[src/rtl/condlogic_pkg.sv]
// Shared controller definitions: ARM condition-code encodings and NZCV bit positions.
package condlogic_pkg;

    localparam logic [3:0] COND_EQ = 4'b0000;
    localparam logic [3:0] COND_NE = 4'b0001;
    localparam logic [3:0] COND_CS = 4'b0010;
    localparam logic [3:0] COND_CC = 4'b0011;
    localparam logic [3:0] COND_MI = 4'b0100;
    localparam logic [3:0] COND_PL = 4'b0101;
    localparam logic [3:0] COND_VS = 4'b0110;
    localparam logic [3:0] COND_VC = 4'b0111;
    localparam logic [3:0] COND_HI = 4'b1000;
    localparam logic [3:0] COND_LS = 4'b1001;
    localparam logic [3:0] COND_GE = 4'b1010;
    localparam logic [3:0] COND_LT = 4'b1011;
    localparam logic [3:0] COND_GT = 4'b1100;
    localparam logic [3:0] COND_LE = 4'b1101;
    localparam logic [3:0] COND_AL = 4'b1110;
    localparam logic [3:0] COND_NV = 4'b1111;

    localparam int FLAG_N = 3;
    localparam int FLAG_Z = 2;
    localparam int FLAG_C = 1;
    localparam int FLAG_V = 0;

endpackage

[src/rtl/condcheck.sv]
// Combinational condition evaluator: maps the 4-bit condition field and the
// registered NZCV flags to a single execute/skip decision.
module condcheck
    import condlogic_pkg::*;
(
    input  logic [3:0] Cond,
    input  logic [3:0] Flags,
    output logic       CondEx
);

    logic n;
    logic z;
    logic c;
    logic v;

    assign n = Flags[FLAG_N];
    assign z = Flags[FLAG_Z];
    assign c = Flags[FLAG_C];
    assign v = Flags[FLAG_V];

    always_comb begin
        CondEx = 1'b0;
        case (Cond)
            COND_EQ: CondEx = z;
            COND_NE: CondEx = ~z;
            COND_CS: CondEx = c;
            COND_CC: CondEx = ~c;
            COND_MI: CondEx = n;
            COND_PL: CondEx = ~n;
            COND_VS: CondEx = v;
            COND_VC: CondEx = ~v;
            COND_HI: CondEx = c & ~z;
            COND_LS: CondEx = ~c | z;
            COND_GE: CondEx = (n == v);
            COND_LT: CondEx = (n != v);
            COND_GT: CondEx = ~z & (n == v);
            COND_LE: CondEx = z | (n != v);
            COND_AL: CondEx = 1'b1;
            // Unpredictable encoding is pinned to "never execute".
            COND_NV: CondEx = 1'b0;
        endcase
    end

endmodule

[src/rtl/condlogic.sv]
// Conditional-execution unit: owns the NZCV flag register and gates decode
// intents into the PC, register-file and memory write strobes.
module condlogic
    import condlogic_pkg::*;
(
    input  logic       clk,
    input  logic       reset,
    input  logic [3:0] Cond,
    input  logic [3:0] ALUFlags,
    input  logic [1:0] FlagW,
    input  logic       PCS,
    input  logic       NextPC,
    input  logic       RegW,
    input  logic       MemW,
    output logic       PCWrite,
    output logic       RegWrite,
    output logic       MemWrite,
    output logic [3:0] Flags
);

    logic [1:0] nz_reg;
    logic [1:0] cv_reg;
    logic       condex_delayed_reg;
    logic       condex;
    logic [1:0] flag_write;

    assign Flags = {nz_reg, cv_reg};

    condcheck u_condcheck (
        .Cond   (Cond),
        .Flags  (Flags),
        .CondEx (condex)
    );

    assign flag_write = FlagW & {2{condex}};

    // Each flag half updates independently; CondEx is delayed so writeback
    // strobes see the decision made before this instruction's own flag update.
    always_ff @(posedge clk or posedge reset) begin
        if (reset) begin
            nz_reg             <= 2'b00;
            cv_reg             <= 2'b00;
            condex_delayed_reg <= 1'b0;
        end else begin
            if (flag_write[1]) begin
                nz_reg <= ALUFlags[FLAG_N:FLAG_Z];
            end
            if (flag_write[0]) begin
                cv_reg <= ALUFlags[FLAG_C:FLAG_V];
            end
            condex_delayed_reg <= condex;
        end
    end

    // Fetch advances the PC regardless of the condition outcome.
    assign PCWrite  = (PCS & condex_delayed_reg) | NextPC;
    assign RegWrite = RegW & condex_delayed_reg;
    assign MemWrite = MemW & condex_delayed_reg;

endmodule
[config.mk]
export PLATFORM = sky130hd
export DESIGN_NAME = condlogic
export DESIGN_NICKNAME = d
export VERILOG_FILES = /design/src/rtl/condlogic_pkg.sv /design/src/rtl/condcheck.sv /design/src/rtl/condlogic.sv
export SDC_FILE = /design/constraint.sdc
export NUM_CORES = 1
export LEC_CHECK = 0
export CAP_MARGIN = 20
export CORE_AREA = 2 2 39 41
export CTS_CLUSTER_SIZE = 14
export DETAILED_ROUTE_END_ITERATION = 10
export DIE_AREA = 0 0 41 43
export MAX_ROUTING_LAYER = met4
export PLACE_DENSITY = 0.7
export SLEW_MARGIN = 20
export SYNTH_ARGS = -nofsm -noshare
export SYNTH_HDL_FRONTEND = slang
export SYNTH_SLANG_ARGS = --single-unit
[constraint.sdc]
create_clock -name clk -period 1.6 [get_ports clk]
set_clock_uncertainty 0.05 [all_clocks]
set_input_delay 0.32 -clock clk [delete_from_list [all_inputs] [get_ports clk]]
set_output_delay 0.32 -clock clk [all_outputs]
set_load 0.1 [all_outputs]
; ---- Yosys cells after proc, flatten, opt, wreduce, memory -nomap -nowiden
; Cells that the tools add are included.
[word_totals]
regBits = 5
input_bits = 16
out_inout_bits = 7
[classes]
n_reduce_logical = 1
n_eq_ne = 17
bitwise = 13
mux = 1
[op_table]
columns = op, n
row1 = "4-bit equality test, second input constant", 8
row2 = "4-bit by 3-bit equality test with 1-bit output, second input constant", 4
row3 = 1-bit case mux with 16 select lines, 1
row4 = "4-bit by 2-bit equality test with 1-bit output, second input constant", 2
row5 = 1-bit AND, 5
row6 = "4-bit by 1-bit equality test with 1-bit output, second input constant", 1
row7 = 4-bit logical NOT, 1
row8 = 1-bit NOT, 4
row9 = 1-bit bitwise OR, 3
row10 = 2-bit AND, 1
row11 = 1-bit equality test, 1
row12 = 1-bit != test, 1

; ---- Longest topological paths before layout
[depth]
word_depth = 4
mapped_depth = 6
mapped_depth_nobuf = 5

; ---- Modules after synthesis
; From an unflattened synthesis, not the netlist that was laid out.
[unflattened]
hier_cells = 38
area_unflattened_um2 = 356.6
[modules_own_cells]
columns = mod, instances, area_each_um2, seq_area_each_um2, cells_per_inst
row1 = condlogic, 1, 201.4, 125.1, 15
row2 = condcheck, 1, 155.1, 0.0, 23

; ---- Least setup slack after synthesis
; No wires, ideal clock.
[synth_timing]
path_type = register -> register
startpoint = register nz_reg[1]
endpoint = register nz_reg[0]
required_time_ps = 1422
setup_slack_ps = -723
arrival_time_ps = 2145
path_stages_with_launch = 6
path_cell_list = dfrtp_1 > xnor3_1 > nand3_1 > a41o_2 > a21oi_2 > mux2_1
[synth_between]
elab_chain_cells = 4
word_cells_on_any_way = 7
[synth_lines]
columns = element, line
row1 = "start, declared", condlogic.sv:21  ; logic [1:0] nz_reg;
row2 = "start signal, assigned", condlogic.sv:46  ; nz_reg <= ALUFlags[FLAG_N:FLAG_Z];
row3 = 1-bit != test / 1-bit equality test (equally long branches), n/a
row4 = 1-bit bitwise OR / 1-bit AND (equally long branches), "condcheck.sv:37, condcheck.sv:36"
row5 = 1-bit case mux with 16 select lines *, condcheck.sv:23  ; case (Cond)
row6 = 2-bit AND *, condlogic.sv:35  ; assign flag_write = FlagW & {2{condex}};
; Mark *: on every way between the ends. The rest lies on a longest branch, timed or not.
; A chain may end at the register's enable or synchronous reset.

; ---- Worst setup path after layout
[layout_timing]
startpoint = register cv_reg[0]
endpoint = register nz_reg[1]
[layout_between]
elab_chain_cells = 4
word_cells_on_any_way = 7
[layout_lines]
columns = element, line
row1 = "start, declared", condlogic.sv:22  ; logic [1:0] cv_reg;
row2 = "start signal, assigned", condlogic.sv:49  ; cv_reg <= ALUFlags[FLAG_C:FLAG_V];
row3 = 1-bit != test / 1-bit equality test (equally long branches), n/a
row4 = 1-bit bitwise OR / 1-bit AND (equally long branches), "condcheck.sv:37, condcheck.sv:36"
row5 = 1-bit case mux with 16 select lines *, condcheck.sv:23
row6 = 2-bit AND *, condlogic.sv:35
; Marked as above.

==> metrics.txt <==
# TYPE chip_impl_metric gauge
chip_impl_metric{name="finalInstanceArea",unit="um2"} 906
chip_impl_metric{name="globalRouteOverflowTotal",unit=""} 0
chip_impl_metric{name="grt_antenna_before_repair",unit=""} 0
chip_impl_metric{name="global_route_wire_length_before_repair",unit="mm"} 1.90
chip_impl_metric{name="wl_per_cell",unit="um"} 12.1
chip_impl_metric{name="worst_setup_hold_path_clk_slew",unit="ns"} 0.04
chip_impl_metric{name="dr.pass1.iters",unit=""} 2
chip_impl_info{name="rsz0062_at_grt",value="yes"} 1
chip_impl_metric{name="io-pin-count",unit=""} 23
chip_impl_metric{name="post_synth_inst_count",unit=""} 43
chip_impl_info{name="slowest_stage",value="dfrtp_4"} 1
chip_impl_metric{name="dieHeight",unit="um"} 43
chip_impl_metric{name="largest_net_degree_at_the_start_of_global_routing",unit=""} 11
chip_impl_metric{name="final-max-slew-violation-count",unit=""} 0
chip_impl_metric{name="preCtsSetupSlack",unit="ns"} -0.700
chip_impl_metric{name="routed_wire_length",unit="mm"} 1.12
chip_impl_info{name="yosys-top-cells-area",value="dfrtp_1 29%, mux2_1 11%, nand3b_1 5.3%, xnor3_1 5.3%, mux2i_1 4.7%"} 1
chip_impl_metric{name="min_period",unit="ns"} 1.89
chip_impl_metric{name="via_count_of_the_first_global_routing_pass",unit=""} 450
chip_impl_info{name="tritoncts",value="done"} 1
chip_impl_metric{name="cts_inserted_buffers",unit=""} 3
chip_impl_metric{name="finalSetupViolations",unit=""} 5
chip_impl_metric{name="grt_util_all_layers",unit=""} 0.167
chip_impl_info{name="layout_common_cells",value="12 x clkdlybuf4s50_1, 9 x buf_4, 7 x buf_12, 5 x nand2_1"} 1
chip_impl_metric{name="cpPeakStageDelay",unit="ns"} 0.51
chip_impl_info{name="criticalPathCategory",value="flop to flop"} 1
chip_impl_metric{name="worst-endpoint-required",unit="ns"} 1.67
chip_impl_info{name="end_kind",value="flop"} 1
chip_impl_metric{name="detailroute.via_count",unit=""} 436
chip_impl_metric{name="synth.cell_area",unit="um2"} 425
chip_impl_metric{name="clockBufferDepth",unit=""} 2
chip_impl_metric{name="post-route-drc-count",unit=""} 0
chip_impl_info{name="crit_path_start_kind",value="flop"} 1
chip_impl_info{name="run_status",value="finished with violations"} 1
chip_impl_metric{name="fmax",unit="GHz"} 0.530
chip_impl_metric{name="number_of_i_o_port_buffers",unit=""} 22
chip_impl_metric{name="timing_hold_violations_final",unit=""} 0
chip_impl_metric{name="placed_cells_incl_taps",unit=""} 87
chip_impl_metric{name="placedInstanceArea",unit="um2"} 796
chip_impl_metric{name="gpl.final_weighted_congestion",unit=""} 0.721
chip_impl_info{name="failed_checks",value="negative setup slack"} 1
chip_impl_metric{name="dpl.hpwl",unit="um"} 822
chip_impl_info{name="post-synth-top-area-cell",value="dfrtp_1"} 1
chip_impl_metric{name="detail_route.vias_per_cell",unit=""} 4.74
chip_impl_info{name="clock_tree_root_driver_cell",value="clkbuf_4"} 1
chip_impl_metric{name="layoutNonFillerInstCount",unit=""} 92
chip_impl_metric{name="slew_headroom",unit=""} 0.765
chip_impl_info{name="r2r-start",value="cv_reg[0]"} 1
chip_impl_metric{name="core-area",unit="um2"} 1380
chip_impl_metric{name="final.hold.worst_slack",unit="ns"} 0.225
chip_impl_metric{name="p_per_cell_area",unit="nW/um2"} 1480
chip_impl_metric{name="cts_sinks",unit=""} 5
chip_impl_metric{name="yosysSeqAreaShare",unit=""} 0.294
chip_impl_metric{name="rows",unit=""} 14
chip_impl_metric{name="period_utilization_post_route",unit=""} 1.18
chip_impl_metric{name="rr_worst_depth",unit=""} 5
chip_impl_metric{name="maxCapViolCount",unit=""} 0
chip_impl_metric{name="finalSetupTns",unit="ns"} -1.15
chip_impl_metric{name="post_route_antenna_net_violation_count",unit=""} 0
chip_impl_metric{name="die_area",unit="um2"} 1760
chip_impl_metric{name="starting_utilization_of_the_core_area",unit=""} 0.307
chip_impl_metric{name="synth_fp_nets",unit=""} 59
chip_impl_metric{name="synth_area_per_cell",unit="um2"} 9.89
chip_impl_metric{name="max-vdd-ir-drop",unit="uV"} 839
chip_impl_info{name="crit_path_cell_trace",value="xnor3_1, nand3_1, a41o_2, a21oi_4, mux2_4"} 1
chip_impl_info{name="timing.hold.worst.class",value="primary input to async pin"} 1
chip_impl_metric{name="postSynthRegisterBits",unit=""} 5
chip_impl_metric{name="diodes",unit=""} 0
chip_impl_metric{name="post_route_cells_drive_above_1_share",unit=""} 0.461
chip_impl_metric{name="initialDrtViolationCount",unit=""} 1
chip_impl_info{name="final_common_cell",value="clkdlybuf4s50_1"} 1
chip_impl_info{name="startpoint",value="cv_reg[0]"} 1
chip_impl_metric{name="h-tree-depth",unit=""} 1
chip_impl_metric{name="net_total_in_the_final_layout",unit=""} 93
chip_impl_metric{name="die_width",unit="um"} 41
chip_impl_metric{name="final_core_util",unit=""} 0.655
chip_impl_metric{name="regToRegSetupSlack",unit="ns"} -0.29
chip_impl_metric{name="layout-area-overhead-vs-synth",unit="%"} 113
chip_impl_metric{name="worstMarginPinSlew",unit="ns"} 0.353
chip_impl_metric{name="leakage",unit="nW"} 0.395
chip_impl_metric{name="worst-path-max-fanout",unit=""} 5
chip_impl_metric{name="clk_latency",unit="ns"} 0.24
chip_impl_metric{name="arrival",unit="ns"} 1.96
chip_impl_metric{name="yosysUniqueCellTypes",unit=""} 26
chip_impl_metric{name="post-route-worst-setup-slack",unit="ns"} -0.288
chip_impl_metric{name="fin_total_pwr",unit="mW"} 1.34
chip_impl_info{name="timing.rr.end",value="nz_reg[1]"} 1
chip_impl_metric{name="ys_warn_count",unit=""} 0
chip_impl_metric{name="final.fill_count",unit=""} 114
chip_impl_metric{name="synth_top_area_share",unit=""} 0.294
==> layout make-up <==
| class | count | area (um2) | area share |
|---|---|---|---|
| Clock buffer | 4 | 26.3 | 0.0290 |
| Inverter | 1 | 3.75 | 0.00414 |
| Multi-Input combinational cell | 34 | 352 | 0.388 |
| Sequential cell | 5 | 135 | 0.149 |
| Timing Repair Buffer | 32 | 369 | 0.407 |
| Tap cell | 16 | 20.0 | 0.0221 |
==> how the worst max path moves through the flow <==
stage                           end  slack [ns]  cells after the start
after floorplan           cv_reg[1]       -0.35                      5
after global placement    cv_reg[0]       -0.67                      6
after detailed placement  cv_reg[0]       -0.70                      6
after CTS                 nz_reg[1]       -0.30                      6
after global routing      cv_reg[1]       -0.35                      5
final                     nz_reg[1]       -0.29                      5
==> cell usage after synthesis <==
library cell  instances
clkbuf_2              1
and2_1                2
a211o_1               1
xor2_1                2
buf_2                 1
a21o_1                1
nor4b_1               1
a21oi_2               2
nor2_1                1
nor3_1                1
nand2_1               5
nand3_1               1
a41o_2                1
o32ai_2               1
inv_1                 1
nand3b_1              3
and4b_1               1
xnor3_1               1
a21boi_0              1
dfrtp_1               5
o211ai_1              1
o21ai_0               1
mux2_1                4
mux2i_1               2
buf_4                 1
nand2b_1              1
==> power by group <==
group	switching [mW]	internal (mW)	total (mW)	leakage [nW]
clock network	0.0499	0.0941	0.144	0.0150
logic	0.515	0.428	0.943	0.326
registers	0.0735	0.184	0.257	0.0544
==> kinds of logic (layout without fill, tap and decap cells) <==
group / Yosys count / after routing / synth area share
DFF: 5 / 5 / 0.294
AOI/OAI and AO/OA: 9 / 9 / 0.191
and+or+nand+nor: 16 / 16 / 0.218
muxes: 6 / 6 / 0.153
buffers and inverters: 4 / 37 / 0.0500
xor gates and xnor gates: 3 / 3 / 0.0941
==> timing repair <==
action	4_1_cts	5_1_grt
hold buffers	0	0
gates resized for setup	8	9
setup endpoints to repair	5	5
buffers inserted	0	1
cloned	0	0
pin swaps	3	3
==> layer usage <==
layer,vias to the layer above,wire (um),GRT usage
met4,0,28,0.100
met5,-,0,-
li1,222,-,-
met1,197,489,0.217
met3,3,45,0.0471
met2,14,551,0.222
==> worst max-delay path, delay by kind of cell, from the launching register on <==
kind | cells | cell delay [ns]
AO/OA/AOI/OAI | 2 | 0.44
multiplexers | 1 | 0.31
XOR/XNOR | 1 | 0.38
AND/OR/NAND/NOR | 1 | 0.07
flip-flops | 1 | 0.51
No activity file was read; power rests on OpenSTA's default activity.
